**src/rtl/fifo_wr_arbiter.sv**
```systemverilog
// Write-side controller of the async FIFO: round-robin, packet-atomic
// arbitration of NREQ producers onto the memory write port, plus the write pointers and the full flag.
module fifo_wr_arbiter #(
  parameter int DATASIZE = 8,
  parameter int ADDRSIZE = 4,
  parameter int NREQ     = 4
) (
  input  logic                     wclk_i,
  input  logic                     wrst_n_i,
  input  logic [NREQ-1:0]          req_valid_i,
  input  logic [NREQ-1:0]          req_last_i,
  input  logic [NREQ*DATASIZE-1:0] req_data_i,
  output logic [NREQ-1:0]          req_ready_o,
  input  logic [ADDRSIZE:0]        wq2_rptr_i,
  output logic                     wen_o,
  output logic [ADDRSIZE-1:0]      wr_addr_o,
  output logic [DATASIZE-1:0]      wdata_o,
  output logic [ADDRSIZE:0]        wptr_o,
  output logic                     wfull_o,
  output logic [$clog2(NREQ)-1:0]  grant_id_o,
  output logic                     busy_o
);

  localparam int IDW = $clog2(NREQ);

  typedef enum logic {S_IDLE = 1'b0, S_BURST = 1'b1} state_t;

  state_t            state_q, state_d;
  logic [IDW-1:0]    rr_ptr_q, rr_ptr_d;
  logic [IDW-1:0]    lock_id_q, lock_id_d;
  logic [ADDRSIZE:0] wbin_q, wbin_d;
  logic [ADDRSIZE:0] wptr_q, wptr_d;
  logic              wfull_q, wfull_d;
  logic              wen_en_q, wen_en_d;

  logic [IDW-1:0]    win_id;
  logic              win_found;
  logic [IDW-1:0]    grant_id;
  logic              grant_ok;
  logic [NREQ-1:0]   ready_vec;
  logic              sel_last;
  logic              xfer;
  logic [ADDRSIZE:0] wgnext;

  function automatic logic [IDW-1:0] wrap_add(input logic [IDW-1:0] base, input int unsigned off);
    int unsigned s;
    s = 32'(base) + off;
    if (s >= 32'(NREQ)) s = s - 32'(NREQ);
    return IDW'(s);
  endfunction

  // Scan downward so the lowest offset from rr_ptr is the last (winning) assignment.
  always_comb begin
    win_id    = rr_ptr_q;
    win_found = 1'b0;
    for (int i = NREQ - 1; i >= 0; i--) begin
      if (req_valid_i[wrap_add(rr_ptr_q, i)]) begin
        win_id    = wrap_add(rr_ptr_q, i);
        win_found = 1'b1;
      end
    end
  end

  // State register
  always_ff @(posedge wclk_i or negedge wrst_n_i) begin
    if (!wrst_n_i) begin
      state_q   <= S_IDLE;
      rr_ptr_q  <= '0;
      lock_id_q <= '0;
    end else begin
      state_q   <= state_d;
      rr_ptr_q  <= rr_ptr_d;
      lock_id_q <= lock_id_d;
    end
  end

  // Next-state logic
  always_comb begin
    state_d   = state_q;
    rr_ptr_d  = rr_ptr_q;
    lock_id_d = lock_id_q;
    case (state_q)
      S_IDLE: begin
        if (xfer) begin
          if (sel_last) begin
            rr_ptr_d = wrap_add(win_id, 1);
          end else begin
            state_d   = S_BURST;
            lock_id_d = win_id;
          end
        end
      end
      S_BURST: begin
        if (xfer && sel_last) begin
          state_d  = S_IDLE;
          rr_ptr_d = wrap_add(lock_id_q, 1);
        end
      end
      default: state_d = S_IDLE;
    endcase
  end

  // Output logic
  always_comb begin
    grant_id  = (state_q == S_BURST) ? lock_id_q : win_id;
    grant_ok  = (state_q == S_BURST) | win_found;
    ready_vec = '0;
    if (grant_ok && !wfull_q) ready_vec[grant_id] = 1'b1;
    sel_last  = req_last_i[grant_id];
  end

  // wen_en_q holds writes off until the first edge after reset release.
  assign xfer        = (|(req_valid_i & ready_vec)) & wen_en_q;
  assign req_ready_o = ready_vec;
  assign wen_o       = xfer;
  assign wdata_o     = req_data_i[grant_id*DATASIZE +: DATASIZE];
  assign grant_id_o  = grant_id;
  assign busy_o      = (state_q == S_BURST);
  assign wr_addr_o   = wbin_q[ADDRSIZE-1:0];
  assign wptr_o      = wptr_q;
  assign wfull_o     = wfull_q;

  always_comb begin
    wbin_d   = wbin_q + {{ADDRSIZE{1'b0}}, xfer};
    wgnext   = (wbin_d >> 1) ^ wbin_d;
    wptr_d   = wgnext;
    // Full when the next Gray write pointer equals the read pointer with its two MSBs inverted.
    wfull_d  = (wgnext == {~wq2_rptr_i[ADDRSIZE:ADDRSIZE-1], wq2_rptr_i[ADDRSIZE-2:0]});
    wen_en_d = 1'b1;
  end

  always_ff @(posedge wclk_i or negedge wrst_n_i) begin
    if (!wrst_n_i) begin
      wbin_q   <= '0;
      wptr_q   <= '0;
      wfull_q  <= 1'b0;
      wen_en_q <= 1'b0;
    end else begin
      wbin_q   <= wbin_d;
      wptr_q   <= wptr_d;
      wfull_q  <= wfull_d;
      wen_en_q <= wen_en_d;
    end
  end

endmodule

```
**config.mk**
```make
export PLATFORM = sky130hd
export DESIGN_NAME = fifo_wr_arbiter
export DESIGN_NICKNAME = d
export VERILOG_FILES = /design/src/rtl/fifo_wr_arbiter.sv
export SDC_FILE = /design/constraint.sdc
export NUM_CORES = 1
export LEC_CHECK = 0
export ABC_AREA = 1
export CAP_MARGIN = 20
export CELL_PAD_IN_SITES_DETAIL_PLACEMENT = 1
export CELL_PAD_IN_SITES_GLOBAL_PLACEMENT = 2
export CORE_AREA = 2 2 94 96
export CTS_CLUSTER_DIAMETER = 80
export DETAILED_ROUTE_END_ITERATION = 8
export DIE_AREA = 0 0 96 98
export HOLD_SLACK_MARGIN = 0.12
export PLACE_DENSITY = 0.83
export SETUP_SLACK_MARGIN = 0.1
export SLEW_MARGIN = 15
export SYNTH_ARGS = -nofsm -noshare
export SYNTH_HDL_FRONTEND = slang
export SYNTH_SLANG_ARGS = --single-unit
```
**constraint.sdc**
```tcl
create_clock -name wclk_i -period 2.7 [get_ports wclk_i]
set_input_delay 0.405 -clock wclk_i [delete_from_list [all_inputs] [get_ports wclk_i]]
set_output_delay 0.405 -clock wclk_i [all_outputs]
set_load 0.02 [all_outputs]
```
After elaboration in Yosys (flattened, before gate mapping) --
Cells that the tools add are included.
Storage, ports and cells: register bits after elaboration 17, logic and storage cells 86, input port bits 47, output and inout port bits 26
Operators by class: reductions and logical operators 7, bitwise operators 7, equality and inequality tests 4, add/sub/neg operators 12, muxes and demuxes 36, shift-type cells 1, magnitude comparators 12
Operators by type and width (number):
- $shiftx 32x6->8 | 1
- $mux 2 | 14
- $ge 3x3->1 const B | 5
- $lt 2x3->1 const B | 5
- $mux 1 | 13
- $sub 2x1->2 const B | 6
- $bmux 1 s2 | 5
- $add 2x1->3 const B | 3
- $add 2x2->3 const B | 2
- $reduce_and 3->1 | 2
- $add 5x1->5 | 1
- $eq 5x5->1 | 1
- $xor 4x5->5 | 1
- $and 4x4->4 | 1
- $mux 4 | 1
- $ne 2x2->1 const B | 2
- $pmux 2 s2 | 1
- $reduce_or 4->1 | 1
- $ge 2x3->1 const B | 1
- $logic_and 1x1->1 | 3
- $demux 1 s2 | 1
- $ge 2x1->1 const B | 1
- $ne 2x1->1 const B | 1
- $not 1->1 | 2
- 5 further kinds | 5

Logic depth before layout (Yosys ltp) --
Gate-level depths: netlist of the first run.
word-level depth 21, mapped depth 22, gate-level depth less buffers 22

Worst setup path after synthesis of the first run --
No wires, ideal clock.
path kind flip-flop to flip-flop, start point reg rr_ptr_q[0], end point reg wfull_q, in the netlist wfull_o, required time 2.599 ns, setup time 0.101 ns, data arrival time 2.875 ns, cell stages (with the launch flop) 23, path slack -0.276 ns, path buffers 0, clock period less this slack 2.976 ns, cell sequence dfrtp_1 -> inv_2 -> nand2_1 -> nand2_1 -> nand2_2 -> nand2_2 -> inv_2 -> nand2_4 -> inv_2 -> a21oi_4 -> inv_2 -> nor2_4 -> nand3_2 -> nand2_2 -> nor2_4 -> nor2_8 -> ha_1 -> ha_1 -> xor2_1 -> xnor2_1 -> or2_2 -> nand3_1 -> nor4_1
Between the ends: cells in the longest elaborated chain, start to end 21, elaborated cells between the ends (all ways) 46, those cells by class add/sub (8); order compare (6); eq/ne (1); mux (24); bitwise (4); reduce/logical (3)
RTL lines:
- start: declaration | line 29 | logic [IDW-1:0] rr_ptr_q, rr_ptr_d;
- start signal: assignment | line 72 | rr_ptr_q <= rr_ptr_d;
- $add 2x2->3 | line 47 | s = 32'(base) + off;
- $ge 3x3->1 or $sub 2x1->2 (tied branches) | line 48 | if (s >= 32'(NREQ)) s = s - 32'(NREQ);
- $mux 2 | line 48
- $bmux 1 s2 | line 57 | if (req_valid_i[wrap_add(rr_ptr_q, i)]) begin
- $mux 1 (not written as such) | line 57
- $mux 2 (4 in series) | line 57
- $mux 2 | line 105 | grant_id = (state_q == S_BURST) ? lock_id_q : win_id;
- $lt 2x3->1 (not written as such) or $ge 2x1->1 (tied branches) | line 108 | if (grant_ok && !wfull_q) ready_vec[grant_id] = 1'b1;
- [... 5 more ...]
- $reduce_or 4->1 * | line 113 | assign xfer = (|(req_valid_i & ready_vec)) & wen_en_q;
- $and 1x1->1 * | line 113
- via wen_o | line 15 | output logic wen_o,
- $add 5x1->5 * | line 124 | wbin_d = wbin_q + {{ADDRSIZE{1'b0}}, xfer};
- via wbin_d[2] | line 31 | logic [ADDRSIZE:0] wbin_q, wbin_d;
- $xor 4x5->5 * | line 125 | wgnext = (wbin_d >> 1) ^ wbin_d;
- $eq 5x5->1 * | line 128 | wfull_d = (wgnext == {~wq2_rptr_i[ADDRSIZE:ADDRSIZE-1], wq2_rptr_i[ADDRSIZE-2:0]});
- via wfull_d | line 33 | logic wfull_q, wfull_d;
- end signal: assignment | line 141 | wfull_q <= wfull_d;
- end: declaration | line 33
Mark *: on every way through the listed nets, which the timed path passes. The rest lies on a longest branch. The select of a mux whose other input is x is not followed. A chain may end at the register's enable or synchronous reset.

Final worst setup path of the first run --
start point reg rr_ptr_q[0], end point reg wfull_q, in the netlist wfull_o
Between the ends: cells in the longest elaborated chain, start to end 21, elaborated cells between the ends (all ways) 46, those cells by class add/sub (8); order compare (6); eq/ne (1); mux (24); bitwise (4); reduce/logical (3)
RTL lines (line):
- $add 2x2->3 | 47
- $ge 3x3->1 or $sub 2x1->2 (tied branches) | 48
- $mux 2 | 48
- $bmux 1 s2 | 57
- $mux 1 (not written as such) | 57
- $mux 2 (4 in series) | 57
- $mux 2 | 105
- $lt 2x3->1 (not written as such) or $ge 2x1->1 (tied branches) | 108
- [... 3 more ...]
- $mux 4 * | 108
- $and 4x4->4 * | 113
- $reduce_or 4->1 * | 113
- $and 1x1->1 * | 113
- $add 5x1->5 * | 124
- $xor 4x5->5 * | 125
- $eq 5x5->1 * | 128
- via wfull_d | 33
Marked as above.

==> impl_metrics.yaml, run 1 <==
worst_hold_path:
  hold_class: "flip-flop to flip-flop"
  worstHoldPathCells: 2
status:
  status: "complete, but fails checks"
  violations: "negative setup slack"
route:
  dr.pass1.iters: 4
  drt-initial-drc-count: 48
  final_antenna_net_count: 0
  vias: 1963
  drt_wl_total_mm: 6.97
  route.detailed.drc: 0
  viasPerCell: 4.35
  wl_per_cell_um: 15.5
yosys:
  synth_cell_types: 29
  ys_seq_elements: 16
  synth_top_area_frac: 0.274
  yosysSeqAreaShare: 0.274
  synthesis.area_um2: 1460
  synthCells: 209
  yosysTopAreaCell: "dfrtp_1"
  syn_avg_cell_area_um2: 7.00
  synth_warnings: 0
  yosys-top-cells-area: "dfrtp_1 (27%), nand2_1 (14%), nand3_1 (7.9%)"
  synthesis.nets: 258
worst_setup_path:
  cp_cell_sequence: "clkinv_4 -> nand2_4 -> nand2_4 -> nand2_2 -> nand2_4 -> nor2_2 -> o21ai_2 -> nand2_2 -> nand2_4 -> inv_2 -> nand4_1 -> nand2_2 -> nor2_4 -> nor2_8 -> ha_4 -> ha_4 -> buf_12 -> nand3_4 -> xor2_4 -> buf_6 -> xor2_1 -> nor4_2"
  cp-start-kind: "flip-flop"
  cp.arrival_ps: 3380
  r2r_slack_ps: -530
  worstSetupEndpointType: "flip-flop"
  crit_required_ps: 2850
  cp_slowest_stage_delay_ps: 480
  path_class: "flip-flop to flip-flop"
  critPathSlowestCell: "dfrtp_2"
  path_max_fanout: 7
  cp_common_cell: "nand2_4"
  reg2reg_depth: 22
global_route:
  antenna_found_initial: 0
  grt_overflow: 0
  grt_max_degree: 17
  groute.usage.overall: 0.139
  grt_first_pass_wirelength_mm: 10.3
  grt_pass1_vias: 2091
cells_and_area:
  final_nets: 394
  antennaDiodeCount: 0
  area_delta_synth_final_pct: 123
  mostFrequentLayoutCells: "clkdlybuf4s50_1 (53), buf_4 (53), nand2_1 (34)"
  drive_above_1_share: 0.493
  seqCellArea_um2: 403
  multi_input_area_um2: 1290
  n_fill_cell: 989
clocking:
  ctsRootBufferMaster: "clkbuf_8"
  clk_pin_slew_worst_paths_ps: 60
  cts_tree: "built"
  htreeDepth: 1
  cts.sinks: 16
  cts_hold_buf: 0
  clk_latency_ps: 250
  clockBufferDepth: 2
  cts_buffers: 3
floorplan:
  initial_utilization: 0.173
  row_count: 34
  die-width_um: 96
  die_area_um2: 9410
  die_h_um: 98
  io_pins: 73
  core-area_um2: 8470
placement:
  io_buffer_count: 72
  gp_congestion: 0.829
  place_ws_ps: -822
  dp_hpwl_mm: 4.83
timing:
  max_freq_ghz: 0.309
  worst_pin_slew_ps: 738
  rsz0062_at_grt: "true"
  final_hold_viol_count: 0
  clock_skew_ps: 5.51
  finalSetupViolations: 19
  tns_ps: -5020
  final_max_slew_viol_count: 0
  relSlewSlack: 0.506
  period_needed_ps: 3230
  hold_ws_ps: 490
  fin_ws_ps: -532
  min_period_over_period: 1.20
run:
  cap_violations: 0
synth_stat cells:
master    number
nand2_1       54
nand3_1       23
dfrtp_1       16
nand2_2       15
inv_1         13
nor2_1        11
inv_2         10
o211ai_1       8
o21ai_0        8
nand4_1        6
xor2_1         6
buf_2          5
o21ai_1        5
xnor2_1        5
nand3_2        4
nor2_4         3
ha_1           2
nand2_4        2
nor3_1         2
or2_2          2
a21oi_1        1
a21oi_4        1
a31oi_1        1
buf_6          1
conb_1         1
nand3_4        1
nor2_8         1
nor4_1         1
o21ai_2        1
kinds of logic (layout without fill, tap and decap cells):
group,count (synthesis),in the layout,share of synthesized area
AOI/OAI and AO/OA,25,25,0.110
other,1,1,0.00256
adders and majority gates,2,2,0.0171
buffers and inverters,29,163,0.0838
DFF,16,16,0.274
xor gates and xnor gates,11,11,0.0659
and+or+nand+nor,125,125,0.447
critical path, delay by kind of cell (launching register included):
kind                     cells  cell delay [ps]
flip-flops                   1              480
XOR/XNOR                     2              340
adder cells (fa/ha/maj)      2              310
AO/OA/AOI/OAI                1               90
buffers and inverters        4              480
AND/OR/NAND/NOR             13             1420
registers in the layout, summed over array words and instances (netlist names), named ones only:
name	cells
wbin_q	5
wptr_o	4
lock_id_q	2
rr_ptr_q	2
wen_en_q	1
wfull_o	1
routing by layer:
metal	routed length, µm	vias to the layer above	track usage
met4	137	0	0.0451
met2	3920	33	0.250
met3	128	12	0.0123
li1	-	955	-
met5	0	-	0
met1	2780	963	0.170
metrics by stage:
| stage | util | instance area, µm² | instances |
|---|---|---|---|
| finish | 0.385 | 3260 | 451 |
| global route | 0.385 | 3260 | 451 |
| CTS | 0.349 | 2960 | 439 |
| detailed placement | 0.311 | 2630 | 422 |
| global placement | 0.311 | 2630 | 422 |
| floorplan | - | 1520 | 209 |
worst paths after layout:
| check | from | endpoint |
|---|---|---|
| max in group asynchronous | wrst_n_i | rr_ptr_q[0] |
| min in group asynchronous | wrst_n_i | wbin_q[0] |
| min reg2reg | lock_id_q[1] | lock_id_q[1] |
| max reg2reg | rr_ptr_q[0] | wfull_o |
| max | rr_ptr_q[0] | wfull_o |
| min | lock_id_q[1] | lock_id_q[1] |
layout make-up:
type,instances,area share
flip-flops and latches,16,0.124
inverters,23,0.0288
repair buffers,137,0.397
clock buffers,3,0.0127
well taps,108,0.0415
multi-input cells,164,0.397
what timing repair did:
action	in CTS	in global routing
pin swaps	23	22
gates resized for setup	129	45
endpoints found under the setup margin	23	23
setup buffers	14	12
Power of run 1 is not shown: default switching activity piles up to over one toggle a cycle in this logic, so the estimate is an artifact.
==> inputs of run 2 (changes only) <==
Settings changed: TNS_END_PERCENT set to 5.
==> run 2 against run 1 <==
  * The flow still finishes with violations (negative setup slack)
  * Core utilization fell by 2.2 points
  * First-iteration DRC count rose by 25%
  * Fmax rose by 4.0%
==> impl_metrics.yaml, run 2 (synthesized netlist as in run 1, its figures left out) <==
worst_setup_path:
  cp.arrival_ps: 3270
  cp_common_cell: "nand2_4"
  crit_required_ps: 2860
  cp_slowest_stage_delay_ps: 430
  r2r-end: "wfull_o"
  cp_cell_sequence: "buf_6 -> nand2_4 -> nand2_4 -> nand2_4 -> nand2_4 -> inv_2 -> nand2_4 -> nand4_1 -> nand3_4 -> nand2_4 -> nand4_1 -> nand2_2 -> nor2_4 -> nor2_8 -> ha_4 -> ha_4 -> xor2_4 -> xnor2_2 -> buf_4 -> nand2_2 -> nand3_2 -> nor4_2"
  reg2reg_from: "rr_ptr_q[0]"
  path_max_fanout: 7
  reg2reg_depth: 22
  r2r_slack_ps: -410
  cp-start-kind: "flip-flop"
  path_class: "flip-flop to flip-flop"
  worstSetupEndpointType: "flip-flop"
  critPathSlowestCell: "dfrtp_1"
cells_and_area:
  fin_cells: 449
  seqCellArea_um2: 402
  antennaDiodeCount: 0
  n_fill_cell: 1011
  post-route-util: 0.363
  area_delta_synth_final_pct: 110
  largest_reg_flops: 5
  final_nets: 391
  multi_input_area_um2: 1210
  largest_register: "wbin_q"
  stdcell_area_um2: 3070
  mostFrequentLayoutCells: "buf_4 (64), clkdlybuf4s50_1 (53), nand2_1 (38)"
  layout_commonest_cell: "buf_4"
  drive_above_1_share: 0.449
timing:
  min_period_over_period: 1.15
  clock_skew_ps: 1.94
  tns_ps: -2270
  max_freq_ghz: 0.322
  final_hold_viol_count: 0
  worst_pin_slew_ps: 712
  period_needed_ps: 3110
  final_max_slew_viol_count: 0
  relSlewSlack: 0.524
  finalSetupViolations: 15
  fin_ws_ps: -408
  rsz0062_at_grt: "true"
route:
  final_antenna_net_count: 0
  wl_per_cell_um: 14.7
  vias: 1925
  route.detailed.drc: 0
  dr.pass1.iters: 4
  drt-initial-drc-count: 60
  viasPerCell: 4.29
  drt_wl_total_mm: 6.60
worst_hold_path:
  holdPathEnd: "lock_id_q[1]"
  worstHoldPathCells: 2
  hold_class: "flip-flop to flip-flop"
  hp-start: "lock_id_q[1]"
global_route:
  grt_overflow: 0
  grt_max_degree: 17
  antenna_found_initial: 0
  groute.usage.overall: 0.139
  grt_pass1_vias: 2120
  grt_first_pass_wirelength_mm: 10.5
placement:
  dpl_cell_area_um2: 2620
  placed_cells: 422
  io_buffer_count: 72
  dp_hpwl_mm: 4.95
  gp_congestion: 0.798
clocking:
  clockBufferDepth: 2
  htreeDepth: 1
  cts_tree: "built"
  clk_pin_slew_worst_paths_ps: 60
  ctsRootBufferMaster: "clkbuf_8"
  cts.sinks: 16
  cts_buffers: 3
  clk_latency_ps: 250
  cts_hold_buf: 0
status:
  violations: "negative setup slack"
  status: "complete, but fails checks"
floorplan:
  die_h_um: 98
  io_pins: 73
  die-width_um: 96
  row_count: 34
  core-area_um2: 8470
  die_area_um2: 9410
  initial_utilization: 0.173
run:
  cap_violations: 0
power:
  ir_drop_mv: 0.432
  power.total_mw: 5.28
  p_leak_nw: 1.45
  power_density_nw_per_um2: 1720
[run 2: changes by cell type in the layout (fill, tap and decap cells not counted), sizes merged]
cell / delta
buf: -3
clkbuf: +1
clkdlybuf4s15: -1
clkinv: -1
dlygate4sd2: +1
inv: +1
[run 2: final cells by class]
class	count	share of cell area
inverters	23	0.0297
clock buffers	4	0.0179
repair buffers	134	0.383
flip-flops and latches	16	0.131
multi-input cells	164	0.394
well taps	108	0.0440
[run 2: how the worst max path moves through the flow]
stage	start	endpoint	slack, ps	cells after the start
global route	rr_ptr_q[0]	wfull_o	-610	21
floorplan	rr_ptr_q[0]	wfull_o	-170	22
finish	rr_ptr_q[0]	wfull_o	-410	22
CTS	rr_ptr_q[0]	wfull_o	-350	22
global placement	req_valid_i[1]	wfull_o	-740	22
detailed placement	req_valid_i[3]	wfull_o	-870	21
[run 2: critical path: cells and delay by family (launching register included)]
| family | cells | cell delay [ps] |
|---|---|---|
| xor gates and xnor gates | 2 | 330 |
| DFF | 1 | 430 |
| and+or+nand+nor | 15 | 1530 |
| adders and majority gates | 2 | 330 |
| buffers and inverters | 3 | 370 |
[run 2: repair_timing]
item	CTS	global route
gates cloned	0	0
gates resized for setup	99	34
pin swaps	30	20
buffers inserted	19	4
setup endpoints to repair	23	23
[run 2: layer usage]
| metal | track usage | share of wire |
|---|---|---|
| met5 | 0 | 0 |
| met4 | 0.0176 | 0.0092 |
| met2 | 0.264 | 0.58 |
| met1 | 0.166 | 0.39 |
| met3 | 0.0170 | 0.019 |
[run 2: power by group]
part | switching (mW) | internal [mW] | total, mW
clock | 0.0807 | 0.129 | 0.210
sequential | 0.125 | 0.360 | 0.484
combinational | 2.43 | 2.16 | 4.59
[run 2: through the flow]
step                      setup slack [ps]  hold WS (ps)
after floorplan                       -168           109
after global placement                -744           470
after detailed placement              -872           485
after CTS                             -345           505
after global routing                  -614           573
final                                 -408           535
Power figures use the tool's default switching activity.
==> inputs of run 3 (changes only) <==
--- a/config.mk
+++ b/config.mk
@@ -7,4 +7,5 @@
 export LEC_CHECK = 0
 export ABC_AREA = 1
+export ABC_CLOCK_PERIOD_IN_PS = 2700
 export CAP_MARGIN = 20
 export CELL_PAD_IN_SITES_DETAIL_PLACEMENT = 1
@@ -14,4 +15,5 @@
 export DETAILED_ROUTE_END_ITERATION = 8
 export DIE_AREA = 0 0 96 98
+export GPL_TIMING_DRIVEN = 0
 export HOLD_SLACK_MARGIN = 0.12
 export PLACE_DENSITY = 0.83
==> constraint.sdc (replaced) <==
create_clock -name wclk_i -period 2.7 [get_ports wclk_i]
set_input_delay 0.27 -clock wclk_i [delete_from_list [all_inputs] [get_ports wclk_i]]
set_output_delay 0.27 -clock wclk_i [all_outputs]
set_load 0.02 [all_outputs]
==> run 3 against run 2 <==
  * The flow still finishes with violations (negative setup slack)
  * Critical path depth is the same
  * Fmax grew 0.44%
  * Die area is the same
  * Worst setup slack gained 14 ps
  * Design area shrank 8.1%
  * Cell count shrank 5.8%
  * Count of clock-buffer cells in the layout is the same
  * Register-to-register slack is essentially flat
  * Via count shrank 6.5%
  * Sequential cell count is the same
  * Combinational power shrank 11%
  * Core utilization shrank 2.9 points
  * Largest cell class unchanged
  * Highest routed layer unchanged
==> impl_metrics.yaml, run 3 (synthesized netlist as in run 1, its figures left out) <==
power:
  ir_drop_mv: 0.363
  swShare: 0.517
  sequentialPowerShare: 0.102
  combPwrFrac: 0.854
  power_density_nw_per_um2: 1700
  pwr-share-clk: 0.044
  power.switching_mw: 2.48
  p_int_mw: 2.32
  p_leak_nw: 1.30
global_route:
  antenna_found_initial: 0
  grt_pass1_vias: 1861
  groute.usage.overall: 0.122
  grt_max_degree: 17
  grt_overflow: 0
  grt_first_pass_wirelength_mm: 9.16
floorplan:
  core-area_um2: 8470
  io_pins: 73
  die_area_um2: 9410
  initial_utilization: 0.173
  die_h_um: 98
  row_count: 34
  die-width_um: 96
cells_and_area:
  mostFrequentLayoutCells: "clkdlybuf4s50_1 (53), nand2_1 (44), buf_4 (39)"
  layout_commonest_cell: "clkdlybuf4s50_1"
  largest_register: "wbin_q"
  post-route-util: 0.333
  drive_above_1_share: 0.381
  final_nets: 365
  largest_reg_flops: 5
  antennaDiodeCount: 0
  area_delta_synth_final_pct: 93.0
  stdcell_area_um2: 2820
  n_fill_cell: 1013
worst_setup_path:
  r2r-end: "wfull_o"
  path_max_fanout: 8
  worstSetupEndpointType: "flip-flop"
  path_delay_family: "simple AND/OR/NAND/NOR gates"
  cp_slowest_stage_delay_ps: 440
  cp-start-kind: "flip-flop"
  crit_cells: 22
  critPathSlowestCell: "dfrtp_2"
  cp_cell_sequence: "buf_8 -> nand2_2 -> nand2_2 -> nand2_2 -> nand2_2 -> inv_2 -> nand2_4 -> inv_2 -> a21oi_4 -> inv_2 -> nor2_4 -> nand3_2 -> nand2_2 -> nor2_4 -> nor2_8 -> ha_4 -> ha_4 -> nand3_4 -> xor2_4 -> buf_4 -> xor2_1 -> nor4_2"
  reg2reg_depth: 22
  crit_required_ps: 2850
  cp.arrival_ps: 3240
  path_class: "flip-flop to flip-flop"
  path_buf_inv: 5
  reg2reg_from: "rr_ptr_q[0]"
  r2r_slack_ps: -390
  cp_common_cell: "nand2_2"
timing:
  fin_ws_ps: -394
  period_needed_ps: 3090
  max_freq_ghz: 0.323
  rsz0062_at_grt: "true"
  clock_skew_ps: 0.912
  finalSetupViolations: 12
  final_max_slew_viol_count: 0
  relSlewSlack: 0.499
  final_hold_viol_count: 0
  worst_pin_slew_ps: 750
  min_period_over_period: 1.15
placement:
  io_buffer_count: 72
  dp_hpwl_mm: 4.27
  gp_congestion: 0.786
  dpl_cell_area_um2: 2370
  place_ws_ps: -834
route:
  drt_wl_total_mm: 5.92
  dr.pass1.iters: 4
  vias: 1799
  viasPerCell: 4.25
  final_antenna_net_count: 0
  route.detailed.drc: 0
  drt-initial-drc-count: 28
  wl_per_cell_um: 14.0
status:
  status: "complete, but fails checks"
  violations: "negative setup slack"
clocking:
  cts_tree: "built"
  htreeDepth: 1
  cts_hold_buf: 0
  ctsRootBufferMaster: "clkbuf_8"
  clockBufferDepth: 2
  clk_pin_slew_worst_paths_ps: 60
  clk_latency_ps: 240
  cts_buffers: 3
  cts.sinks: 16
worst_hold_path:
  hold_class: "input pin to asynchronous set/reset pin"
run:
  cap_violations: 0
## run 3: worst max path at each step
stage / from / end / slack [ps]
2_1_floorplan: rr_ptr_q[0] / wfull_o / -170
3_3_place_gp: req_valid_i[3] / wfull_o / -790
3_5_place_dp: req_valid_i[3] / wfull_o / -830
4_1_cts: rr_ptr_q[0] / wfull_o / -370
5_1_grt: rr_ptr_q[0] / wfull_o / -590
6_report: rr_ptr_q[0] / wfull_o / -390
## run 3: layout make-up
class / count / area (µm²) / area share
timing repair buffer: 102 / 925 / 0.328
buffer: 6 / 50.0 / 0.0177
multi-input combinational: 164 / 1160 / 0.412
clock buffer: 4 / 55.1 / 0.0195
tap: 108 / 135 / 0.0479
inverter: 23 / 91.3 / 0.0324
sequential: 16 / 403 / 0.143
## run 3: routing by layer
metal	share of wire	wire (µm)	global-route usage	vias up
li1	-	-	-	893
met1	0.42	2460	0.159	881
met2	0.55	3270	0.220	23
met3	0.027	160	0.0108	2
met4	0.0046	27	0.0165	0
met5	0	0	0	-
## run 3: through the flow
stage	total power, mW	setup TNS [ps]	hold WS [ps]	instances
after floorplan	2.65	-168	-25.6	209
after global placement	3.82	-9350	462	389
after detailed placement	3.85	-9640	476	389
after CTS	4.43	-427	483	412
after global routing	5.17	-3010	510	423
final	4.80	-741	468	423
## run 3: worst register-to-register path: cells and delay by family, from the launching register on
family / cells / cell delay, ps
and+or+nand+nor: 12 / 1210
buffers and inverters: 5 / 510
DFF: 1 / 440
xor gates and xnor gates: 2 / 330
adders and majority gates: 2 / 320
AOI/OAI and AO/OA: 1 / 200
## run 3: power by group through the flow
stage,Sequential (mW),Combinational [mW],Clock (mW)
2_1_floorplan,0.552,2.10,0
3_3_place_gp,0.469,3.35,0
3_5_place_dp,0.472,3.37,0
4_1_cts,0.488,3.73,0.219
5_1_grt,0.508,4.43,0.231
6_report,0.490,4.10,0.210
## run 3: repair_timing
| action | in CTS | in global routing |
|---|---|---|
| gates resized for setup | 80 | 30 |
| setup endpoints to repair | 23 | 22 |
| pin swaps | 16 | 24 |
| buffers inserted | 19 | 11 |
